==> src/rtl/ysyx_041461_if_fetch_pkg.sv <==
// Shared definitions for the IF fetch bus master:
// FSM state encoding, fetch-fault codes and the default NOP instruction.
package ysyx_041461_if_fetch_pkg;

  typedef enum logic [1:0] {
    S_IDLE = 2'd0,
    S_ADDR = 2'd1,
    S_DATA = 2'd2,
    S_HOLD = 2'd3
  } fetch_state_t;

  localparam logic [1:0]  FAULT_NONE     = 2'b00;
  localparam logic [1:0]  FAULT_MISALIGN = 2'b01;
  localparam logic [1:0]  FAULT_BUSERR   = 2'b10;

  localparam logic [31:0] NOP_INST_DEF   = 32'h0000_0013;

endpackage

==> src/rtl/ysyx_041461_if_fetch.sv <==
// Instruction-fetch AXI4-Lite read master: one read per PC, holds the
// extracted 32-bit instruction for IF/ID and drives the PC-register enable.
module ysyx_041461_if_fetch
  import ysyx_041461_if_fetch_pkg::*;
#(
  parameter int unsigned ADDR_W   = 32,
  parameter logic [31:0] NOP_INST = NOP_INST_DEF
) (
  input  logic              clk,
  input  logic              rst,
  input  logic [63:0]       IF_pc,
  input  logic              IF_flush,
  input  logic              IF_ID_ready,
  output logic              IF_pc_en,
  output logic              arvalid,
  input  logic              arready,
  output logic [ADDR_W-1:0] araddr,
  input  logic              rvalid,
  output logic              rready,
  input  logic [63:0]       rdata,
  input  logic [1:0]        rresp,
  output logic [31:0]       IF_inst,
  output logic [63:0]       IF_inst_pc,
  output logic              IF_inst_valid,
  output logic [1:0]        IF_fault
);

  fetch_state_t state;
  logic [63:0]  req_pc;
  logic         flush_pend;

  assign araddr   = req_pc[ADDR_W-1:0];
  assign rready   = (state == S_DATA);
  assign IF_pc_en = ((state == S_HOLD) && IF_ID_ready) || IF_flush;

  always_ff @(posedge clk or posedge rst) begin
    if (rst) begin
      state         <= S_IDLE;
      req_pc        <= '0;
      flush_pend    <= 1'b0;
      arvalid       <= 1'b0;
      IF_inst       <= NOP_INST;
      IF_inst_pc    <= '0;
      IF_inst_valid <= 1'b0;
      IF_fault      <= FAULT_NONE;
    end else begin
      case (state)
        S_IDLE: begin
          // A flush here means the PC register loads the redirect on this
          // edge; staying idle makes that new PC the next one fetched.
          if (!IF_flush) begin
            req_pc <= IF_pc;
            if (IF_pc[1:0] != 2'b00) begin
              state         <= S_HOLD;
              IF_inst       <= NOP_INST;
              IF_inst_pc    <= IF_pc;
              IF_fault      <= FAULT_MISALIGN;
              IF_inst_valid <= 1'b1;
            end else begin
              state   <= S_ADDR;
              arvalid <= 1'b1;
            end
          end
        end

        S_ADDR: begin
          if (IF_flush) flush_pend <= 1'b1;
          if (arready) begin
            arvalid <= 1'b0;
            state   <= S_DATA;
          end
        end

        S_DATA: begin
          if (rvalid) begin
            if (flush_pend || IF_flush) begin
              flush_pend <= 1'b0;
              state      <= S_IDLE;
            end else begin
              IF_inst_pc    <= req_pc;
              IF_inst_valid <= 1'b1;
              state         <= S_HOLD;
              if (rresp != 2'b00) begin
                IF_inst  <= NOP_INST;
                IF_fault <= FAULT_BUSERR;
              end else begin
                IF_inst  <= req_pc[2] ? rdata[63:32] : rdata[31:0];
                IF_fault <= FAULT_NONE;
              end
            end
          end else if (IF_flush) begin
            flush_pend <= 1'b1;
          end
        end

        S_HOLD: begin
          if (IF_flush || IF_ID_ready) begin
            IF_inst_valid <= 1'b0;
            state         <= S_IDLE;
          end
        end

        default: state <= S_IDLE;
      endcase
    end
  end

endmodule

==> config.mk <==
export PLATFORM = sky130hd
export DESIGN_NAME = ysyx_041461_if_fetch
export DESIGN_NICKNAME = d
export VERILOG_FILES = /design/src/rtl/ysyx_041461_if_fetch_pkg.sv /design/src/rtl/ysyx_041461_if_fetch.sv
export SDC_FILE = /design/constraint.sdc
export NUM_CORES = 1
export LEC_CHECK = 0
export ABC_CLOCK_PERIOD_IN_PS = 11510
export CAP_MARGIN = 15
export CORE_UTILIZATION = 35
export CTS_BUF_LIST = sky130_fd_sc_hd__clkbuf_8
export DETAILED_ROUTE_END_ITERATION = 10
export PLACE_DENSITY = 0.66
export SLEW_MARGIN = 20
export SYNTH_ARGS = -nofsm -noshare
export SYNTH_HDL_FRONTEND = slang
export SYNTH_SLANG_ARGS = --single-unit
==> constraint.sdc <==
create_clock -name clk -period 11.51 [get_ports clk]
set_input_delay 1.7265 -clock clk [delete_from_list [all_inputs] [get_ports clk]]
set_output_delay 1.7265 -clock clk [all_outputs]
set_load 0.01 [all_outputs]
==> impl_metrics.json, run 1 <==
{
  "die_area_sq_mm": 0.0225,
  "syn_nets": 788,
  "yosys_register_bits": 167,
  "path_buf_inv": 2,
  "synth_area_leaders": "dfrtp_1, mux2i_1, mux2_2, nand2_1, o21ai_0",
  "critPathMaxFanout": 10,
  "async_flop_share_pct": 100,
  "fmax_ghz": 0.207,
  "rsz0062_at_grt": "false",
  "syn_area_sq_mm": 0.00766,
  "die_w_um": 150,
  "period_needed_ps": 4840,
  "maxCapViolations": 0,
  "regToRegSetupSlack_ps": 7990,
  "power_w": 0.00279,
  "gr-usage-all-layers_pct": 16.8,
  "fillers": 1985,
  "whs_path_depth": 2,
  "fin_area_sq_mm": 0.0106,
  "synth-edff-count": 0,
  "postRouteAntennaNets": 0,
  "cts_tree": "built",
  "worstPathArrival_ps": 3110,
  "dp_hpwl_um": 12800,
  "h-tree-depth": 4,
  "fp-row-count": 53,
  "slowest_stage": "clkdlybuf4s50_1",
  "max_stage_delay_ps": 720,
  "reg2reg_to": "IF_inst_pc[52]",
  "path_delay_family": "buffers and inverters",
  "hold_viol_final": 0,
  "utilization_pct": 50.2,
  "start_util_pct": 36.1,
  "slew_violations": 0,
  "cts_resized": 0,
  "finClkSkew_ps": 16.3,
  "drt-total-wl_um": 18700,
  "avgRoutedWirePerCell_um": 16.3,
  "drive_above_1_share_pct": 13.5,
  "crit_path_frequent_cell": "clkdlybuf4s50_1",
  "grt_pass1_vias": 5354,
  "seq_area_frac_synth_pct": 54.6,
  "grt_pass1_wl_um": 28900,
  "die_h_um": 150,
  "core_sq_mm": 0.0212,
  "synth.most_common_cell": "dfrtp_1",
  "yosys_warnings": 0,
  "first_pass_iters": 7,
  "cts_inserted_buffers": 17,
  "via_per_inst": 4.68,
  "grt_max_degree": 106,
  "place_congestion": 0.730,
  "clk_path_buf_depth": 2,
  "r2r_start": "state[0]",
  "hold_end": "IF_inst[30]",
  "yosys.area.top_type_share_pct": 53.6,
  "status": "complete, no violations",
  "syn_inst": 645,
  "tightest_slew_ps": 952,
  "clock_latency_ps": 460,
  "crit_path_start_kind": "input port",
  "synthDistinctLibCells": 30,
  "synthTopCellsByCount": "dfrtp_1, nand2_1, mux2i_1",
  "setup_violations": 0,
  "path_clk_slew_ps": 90,
  "clkSinkCount": 167,
  "crit_path_end_kind": "output port",
  "ios": 270,
  "drt-initial-drc-count": 132,
  "required_ps": 9780,
  "period_share_pct": 42.0,
  "slew_headroom_pct": 36.6,
  "netlist.top_cell.by_area": "dfrtp_1",
  "cts_root_buf": "clkbuf_8",
  "power.leakage_nw": 4.46,
  "final_nets": 1006,
  "multi_input_area_sq_mm": 0.00298,
  "worst-setup-path-type": "input port to output port",
  "hp-class": "register to register",
  "num_antenna_cells": 0,
  "vias": 5387,
  "min_from": "IF_inst[30]",
  "portBuffers": 269,
  "peakVddDrop_mv": 0.142,
  "syn_avg_cell_area_sq_um": 11.9,
  "postPlaceCellArea_sq_mm": 0.0103,
  "antenna_found_initial": 0,
  "power.density_mw_per_mm2": 263,
  "grt_remaining_overflow": 0,
  "drc": 0,
  "setup-tns-final_ps": 0,
  "r2r_cells": 6,
  "register_area_sq_mm": 0.00418,
  "hold_buffers": 0,
  "post_cts_buffers": 0,
  "synthFlopType": "dfrtp_1",
  "syn2layout_area_growth_pct": 38.9,
  "crit_chain": "clkdlybuf4s50_1 -> a21o_1 -> clkdlybuf4s50_1"
}
[where the power goes]
group	switching [W]	internal, W	total [W]
logic	0.000660	0.000723	0.00138
clock network	0.000242	0.000159	0.000401
registers	0.000149	0.000862	0.00101
[state kept, by name, summed over array words and instances (netlist names)]
name / count
IF_fault: 2
flush_pend: 1
IF_inst_valid: 1
IF_inst: 32
state: 2
arvalid: 1
IF_inst_pc: 64
req_pc: 64
[metrics by stage]
step                worst slack, ps  hold WS, ps  instances
floorplan                      5270          480        645
global placement               6670          459       1119
detailed placement             6670          465       1119
CTS                            6670          487       1151
global route                   6590          509       1151
finish                         6670          483       1151
[routing by layer]
metal / part of all wire [%] / GRT usage (%) / wire length [um] / vias to the layer above
li1: - / - / - / 2655
met1: 42 / 20.3 / 7790 / 2543
met2: 48 / 28.0 / 8970 / 175
met3: 9.8 / 6.62 / 1830 / 14
met4: 0.79 / 3.94 / 148 / 0
met5: 0 / 0 / 0 / -
[kinds of logic after synthesis]
family / Yosys count / share of synthesized area (%)
multiplexers: 161 / 22.1
buffers and inverters: 81 / 6.73
AND/OR/NAND/NOR: 111 / 5.67
flip-flops: 167 / 54.6
AO/OA/AOI/OAI: 118 / 9.78
adder cells (fa/ha/maj): 7 / 1.14
[placed cells by master (no fill, tap or decap)]
| master | Yosys | final |
|---|---|---|
| o21bai_4 | 1 | 1 |
| clkdlybuf4s50_1 | 0 | 269 |
| a22oi_1 | 1 | 1 |
| and3b_1 | 1 | 1 |
| a211oi_1 | 3 | 3 |
| o21ai_1 | 9 | 9 |
| ha_4 | 0 | 1 |
| clkinvlp_4 | 0 | 4 |
| inv_1 | 5 | 5 |
| mux2_2 | 65 | 65 |
| mux2i_1 | 96 | 96 |
| dfstp_2 | 3 | 3 |
| clkbuf_8 | 0 | 17 |
| o31ai_2 | 6 | 6 |
| o21ai_0 | 62 | 62 |
| a21o_1 | 1 | 1 |
| o31ai_1 | 24 | 24 |
| a31oi_1 | 1 | 1 |
| dfrtp_2 | 0 | 1 |
| a21oi_1 | 5 | 5 |
| a211o_4 | 1 | 1 |
| nor2b_4 | 0 | 1 |
| o21a_1 | 1 | 1 |
| inv_8 | 0 | 3 |
| a22o_1 | 1 | 1 |
| inv_6 | 0 | 7 |
| o21ai_2 | 1 | 1 |
| clkinv_8 | 0 | 1 |
| dfrtp_1 | 164 | 163 |
| ha_1 | 7 | 6 |
| o41ai_1 | 1 | 1 |
| nor2b_1 | 5 | 4 |
| nand2_1 | 102 | 102 |
| nor2_1 | 3 | 3 |
| buf_4 | 32 | 6 |
[cell type report]
| type | count | share of cell area [%] |
|---|---|---|
| flip-flops and latches | 167 | 39.3 |
| multi-input cells | 397 | 28.0 |
| repair buffers | 275 | 25.7 |
| well taps | 275 | 3.23 |
| clock buffers | 17 | 2.20 |
| clock inverters | 15 | 1.28 |
| inverters | 5 | 0.223 |
[worst max-delay path by stage]
stage | start | end | slack (ps) | cells past startpoint
2_1_floorplan | rst | IF_fault[0] | 5270 | 1
3_3_place_gp | IF_flush | IF_pc_en | 6670 | 3
3_5_place_dp | IF_flush | IF_pc_en | 6670 | 3
4_1_cts | IF_flush | IF_pc_en | 6670 | 3
5_1_grt | state[0] | rready | 6590 | 4
6_report | IF_flush | IF_pc_en | 6670 | 3
[tightest hold or removal path, cell delays in order (launching register included)]
cell and delay [ps]:
dfrtp_1 350, nand2_1 50, o31ai_1 50
Power figures use the tool's default switching activity.
==> run 2: changes to the inputs <==
--- a/config.mk
+++ b/config.mk
@@ -5,12 +5,12 @@
 export SDC_FILE = /design/constraint.sdc
 export NUM_CORES = 1
 export LEC_CHECK = 0
-export ABC_CLOCK_PERIOD_IN_PS = 11510
+export ABC_CLOCK_PERIOD_IN_PS = 4000
 export CAP_MARGIN = 15
 export CORE_UTILIZATION = 35
 export CTS_BUF_LIST = sky130_fd_sc_hd__clkbuf_8
 export DETAILED_ROUTE_END_ITERATION = 10
-export PLACE_DENSITY = 0.66
+export PLACE_DENSITY = 0.68
 export SLEW_MARGIN = 20
 export SYNTH_ARGS = -nofsm -noshare
 export SYNTH_HDL_FRONTEND = slang
==> constraint.sdc (replaced) <==
create_clock -name clk -period 4 [get_ports clk]
set_input_delay 0.6 -clock clk [delete_from_list [all_inputs] [get_ports clk]]
set_output_delay 0.6 -clock clk [all_outputs]
set_load 0.01 [all_outputs]
==> impl_metrics.json, run 2 (synthesis gave the netlist of run 1 again) <==
{
  "crit_path_end_kind": "output port",
  "setup_violations": 0,
  "cts_inserted_buffers": 17,
  "p_comb_share_pct": 48.7,
  "utilization_pct": 50.8,
  "reg2reg_to": "IF_inst_pc[51]",
  "rsz0062_at_grt": "false",
  "post_cts_buffers": 0,
  "grt_max_degree": 168,
  "period_share_pct": 67.7,
  "final_common_cell": "clkdlybuf4s50_1",
  "crit_start": "state[0]",
  "critPathMaxFanout": 20,
  "dp_hpwl_um": 13600,
  "syn2layout_area_growth_pct": 40.6,
  "drive_above_1_share_pct": 14.0,
  "place_congestion": 0.793,
  "final_cell_mix": "clkdlybuf4s50_1, dfrtp_1, nand2_1",
  "slew_violations": 0,
  "slew_headroom_pct": 36.0,
  "r2r_cells": 6,
  "whs_path_depth": 2,
  "ios": 270,
  "power.density_mw_per_mm2": 771,
  "hold_buffers": 0,
  "cts_tree": "built",
  "hp-class": "register to register",
  "min_from": "IF_inst_pc[59]",
  "grt_remaining_overflow": 0,
  "crit_path_start_kind": "register",
  "grt_pass1_wl_um": 30000,
  "die_h_um": 150,
  "hold_end": "IF_inst_pc[59]",
  "tightest_slew_ps": 961,
  "maxCapViolations": 0,
  "period_needed_ps": 2710,
  "vias": 5439,
  "peakVddDrop_mv": 0.384,
  "h-tree-depth": 4,
  "fmax_ghz": 0.369,
  "avgRoutedWirePerCell_um": 16.5,
  "fillers": 1938,
  "clkSinkCount": 167,
  "core_sq_mm": 0.0212,
  "fp-row-count": 53,
  "clk_path_buf_depth": 2,
  "finClkSkew_ps": 13.5,
  "drc": 0,
  "via_per_inst": 4.71,
  "path_clk_slew_ps": 80,
  "p_seq_share_pct": 35.0,
  "status": "complete, no violations",
  "drt-total-wl_um": 19100,
  "power_w": 0.00831,
  "top_regs": "IF_inst_pc x64, req_pc x64, IF_inst x32",
  "num_antenna_cells": 0,
  "drt-initial-drc-count": 134,
  "final_nets": 1010,
  "die_area_sq_mm": 0.0225,
  "antenna_found_initial": 1,
  "die_w_um": 150,
  "first_pass_iters": 4,
  "postRouteAntennaNets": 0,
  "cts_resized": 0,
  "worst-setup-path-type": "register to output port",
  "gr-usage-all-layers_pct": 17.4,
  "p_sw_w": 0.00300,
  "start_util_pct": 36.1,
  "grt_pass1_vias": 5521,
  "power.leakage_nw": 4.53,
  "hold_viol_final": 0,
  "cts_root_buf": "clkbuf_8",
  "portBuffers": 269,
  "p_sw_share_pct": 36.1,
  "clock_latency_ps": 440,
  "worstPathArrival_ps": 2110,
  "setup-tns-final_ps": 0,
  "clockPowerShare_pct": 16.4,
  "regToRegSetupSlack_ps": 1310,
  "r2r_start": "state[0]",
  "required_ps": 3400,
  "p_int_w": 0.00531
}
## run 2: layer usage
| metal | GRT usage, % | routed length, um | up-vias | part of all wire, % |
|---|---|---|---|---|
| met5 | 0 | 0 | - | 0 |
| met4 | 5.05 | 212 | 0 | 1.1 |
| met3 | 7.20 | 1870 | 17 | 9.8 |
| met2 | 28.9 | 9090 | 177 | 48 |
| met1 | 20.7 | 7880 | 2580 | 41 |
| li1 | - | - | 2665 | - |
## run 2: metrics by stage
step	hold WS, ps	setup slack [ps]	area [sq um]	std cells
after floorplan	480	1280	7670	645
after global placement	459	1140	10300	1123
after detailed placement	465	1060	10300	1123
after CTS	487	1220	10800	1155
after global routing	498	1040	10800	1155
final	482	1290	10800	1155
## run 2: power groups by stage
stage / sequential, W / combinational, W / clock, W
after floorplan: 0.00307 / 0.00244 / 0
after global placement: 0.00292 / 0.00407 / 0
after detailed placement: 0.00295 / 0.00413 / 0
after CTS: 0.00292 / 0.00414 / 0.00142
after global routing: 0.00303 / 0.00444 / 0.00150
final: 0.00291 / 0.00405 / 0.00136
## run 2: worst max-delay path by stage
stage / to / slack, ps / depth (start not counted)
finish: rready / 1290 / 3
global route: IF_inst_pc[52] / 1040 / 6
CTS: rready / 1220 / 3
detailed placement: IF_inst_pc[51] / 1060 / 5
global placement: IF_inst_pc[56] / 1140 / 5
floorplan: IF_fault[0] / 1280 / 1
## run 2: area by class of cell
class / instances / area (sq um) / area share, %
sequential: 167 / 4180 / 38.8
multi-input combinational: 397 / 2980 / 27.7
timing repair buffer: 279 / 2790 / 25.9
tap: 275 / 344 / 3.19
clock buffer: 17 / 234 / 2.17
clock inverter: 15 / 213 / 1.97
inverter: 5 / 22.5 / 0.209
## run 2: critical path, cell delays in order, from the launching register on
cell,delay (ps)
dfrtp_1,430
inv_1,200
ha_4,430
clkdlybuf4s50_1,620
==> run 3: changes to the inputs <==
--- a/config.mk
+++ b/config.mk
@@ -5,7 +5,7 @@
 export SDC_FILE = /design/constraint.sdc
 export NUM_CORES = 1
 export LEC_CHECK = 0
-export ABC_CLOCK_PERIOD_IN_PS = 4000
+export ABC_CLOCK_PERIOD_IN_PS = 2200
 export CAP_MARGIN = 15
 export CORE_UTILIZATION = 35
 export CTS_BUF_LIST = sky130_fd_sc_hd__clkbuf_8
==> constraint.sdc (replaced) <==
create_clock -name clk -period 2.2 [get_ports clk]
set_input_delay 0.33 -clock clk [delete_from_list [all_inputs] [get_ports clk]]
set_output_delay 0.33 -clock clk [all_outputs]
set_load 0.01 [all_outputs]
==> impl_metrics.json, run 3 (synthesis gave the netlist of run 1 again) <==
{
  "grt_pass1_wl_um": 29800,
  "cts_tree": "built",
  "die_h_um": 150,
  "drc": 0,
  "fmax_ghz": 0.501,
  "postPlaceCellArea_sq_mm": 0.0105,
  "status": "complete, no violations",
  "crit_path_end_kind": "register",
  "hp-class": "input port to asynchronous set/reset pin",
  "regToRegSetupSlack_ps": 200,
  "hold_viol_final": 0,
  "top_regs": "IF_inst_pc x64, req_pc x64, IF_inst x32",
  "core_sq_mm": 0.0212,
  "grt_max_degree": 63,
  "fillers": 1941,
  "cts_inserted_buffers": 17,
  "slowest_stage": "dfrtp_2",
  "h-tree-depth": 4,
  "slew_violations": 0,
  "ios": 270,
  "period_share_pct": 90.7,
  "p_seq_share_pct": 35.5,
  "maxCapViolations": 0,
  "path_delay_family": "compound AO/OA/AOI/OAI gates",
  "place_congestion": 0.775,
  "setup-tns-final_ps": 0,
  "drive_above_1_share_pct": 15.2,
  "worst-setup-path-type": "register to register",
  "vias": 5466,
  "rsz0062_at_grt": "false",
  "power_w": 0.0150,
  "via_per_inst": 4.69,
  "p_sw_share_pct": 37.7,
  "max_stage_delay_ps": 470,
  "grt_remaining_overflow": 0,
  "syn2layout_area_growth_pct": 41.9,
  "portBuffers": 269,
  "finClkSkew_ps": 16.6,
  "avgRoutedWirePerCell_um": 16.8,
  "peakVddDrop_mv": 0.626,
  "antenna_found_initial": 1,
  "first_pass_iters": 4,
  "crit_path_start_kind": "register",
  "postRouteAntennaNets": 0,
  "required_ps": 2550,
  "die_area_sq_mm": 0.0225,
  "slew_headroom_pct": 64.0,
  "clkSinkCount": 167,
  "dp_hpwl_um": 14100,
  "fp-row-count": 53,
  "drt-total-wl_um": 19500,
  "p_sw_w": 0.00567,
  "die_w_um": 150,
  "cts_root_buf": "clkbuf_8",
  "utilization_pct": 51.2,
  "register_area_sq_mm": 0.00419,
  "clock_latency_ps": 460,
  "num_antenna_cells": 0,
  "multi_input_area_sq_mm": 0.00298,
  "worstPathArrival_ps": 2350,
  "start_util_pct": 36.1,
  "hold_buffers": 0,
  "path_buf_inv": 2,
  "path_clk_slew_ps": 110,
  "final_nets": 1020,
  "setup_violations": 0,
  "power.leakage_nw": 4.59,
  "critPathMaxFanout": 50,
  "tightest_slew_ps": 540,
  "clockPowerShare_pct": 14.5,
  "crit_chain": "inv_1 -> ha_1 -> mux2i_1 -> a211o_4 -> buf_12 -> o31ai_1",
  "worst_slack_ps": 205,
  "p_comb_share_pct": 50.0,
  "drt-initial-drc-count": 157,
  "final_cell_mix": "clkdlybuf4s50_1, dfrtp_1, nand2_1",
  "place_ws_ps": 113,
  "fin_area_sq_mm": 0.0109,
  "final_common_cell": "clkdlybuf4s50_1",
  "gr-usage-all-layers_pct": 17.4,
  "clk_path_buf_depth": 2,
  "power.density_mw_per_mm2": 1380,
  "p_int_w": 0.00938,
  "period_needed_ps": 2000,
  "grt_pass1_vias": 5405
}
## run 3: cell type report
class,instances,area share [%]
Clock buffer,17,2.15
Timing Repair Buffer,289,27.1
Clock inverter,15,1.45
Inverter,5,0.207
Multi-Input combinational cell,397,27.4
Sequential cell,167,38.5
Tap cell,275,3.16
## run 3: worst reg2reg max path, cell delays in order (launching register included)
cell	delay, ps
dfrtp_2	470
inv_1	150
ha_1	300
mux2i_1	130
a211o_4	340
buf_12	190
o31ai_1	320
## run 3: power groups by stage
stage / clock network, W / registers, W / logic (W)
after floorplan: 0 / 0.00558 / 0.00444
after global placement: 0 / 0.00535 / 0.00753
after detailed placement: 0 / 0.00540 / 0.00765
after CTS: 0.00228 / 0.00535 / 0.00765
after global routing: 0.00240 / 0.00553 / 0.00821
final: 0.00218 / 0.00534 / 0.00753
## run 3: worst paths after layout
check	startpoint	to	cells past startpoint
min in group clk	IF_inst[25]	IF_inst[25]	2
min reg2reg	IF_inst[25]	IF_inst[25]	2
max reg2reg	state[1]	IF_inst[20]	6
min	rst	req_pc[33]	3
max	state[1]	IF_inst[20]	6
max in group asynchronous	rst	IF_inst[1]	3
## run 3: what timing repair did
item | in CTS | in global routing
pin swaps | 0 | 0
setup buffers | 0 | 0
endpoints found under the setup margin | 2 | 1
gates resized for setup | 3 | 1
cloned | 0 | 0
## run 3: per-stage QoR
step / instances / hold WS [ps]
floorplan: 645 / 427
global placement: 1133 / 458
detailed placement: 1133 / 465
CTS: 1165 / 335
global route: 1165 / 345
finish: 1165 / 346
## run 3: per-layer routing
layer	vias to the layer above	routed length, um	share of wire (%)	GRT usage [%]
li1	2678	-	-	-
met1	2590	8190	42	21.6
met2	184	9290	48	28.4
met3	14	1850	9.5	6.68
met4	0	197	1.0	4.49
met5	-	0	0	0
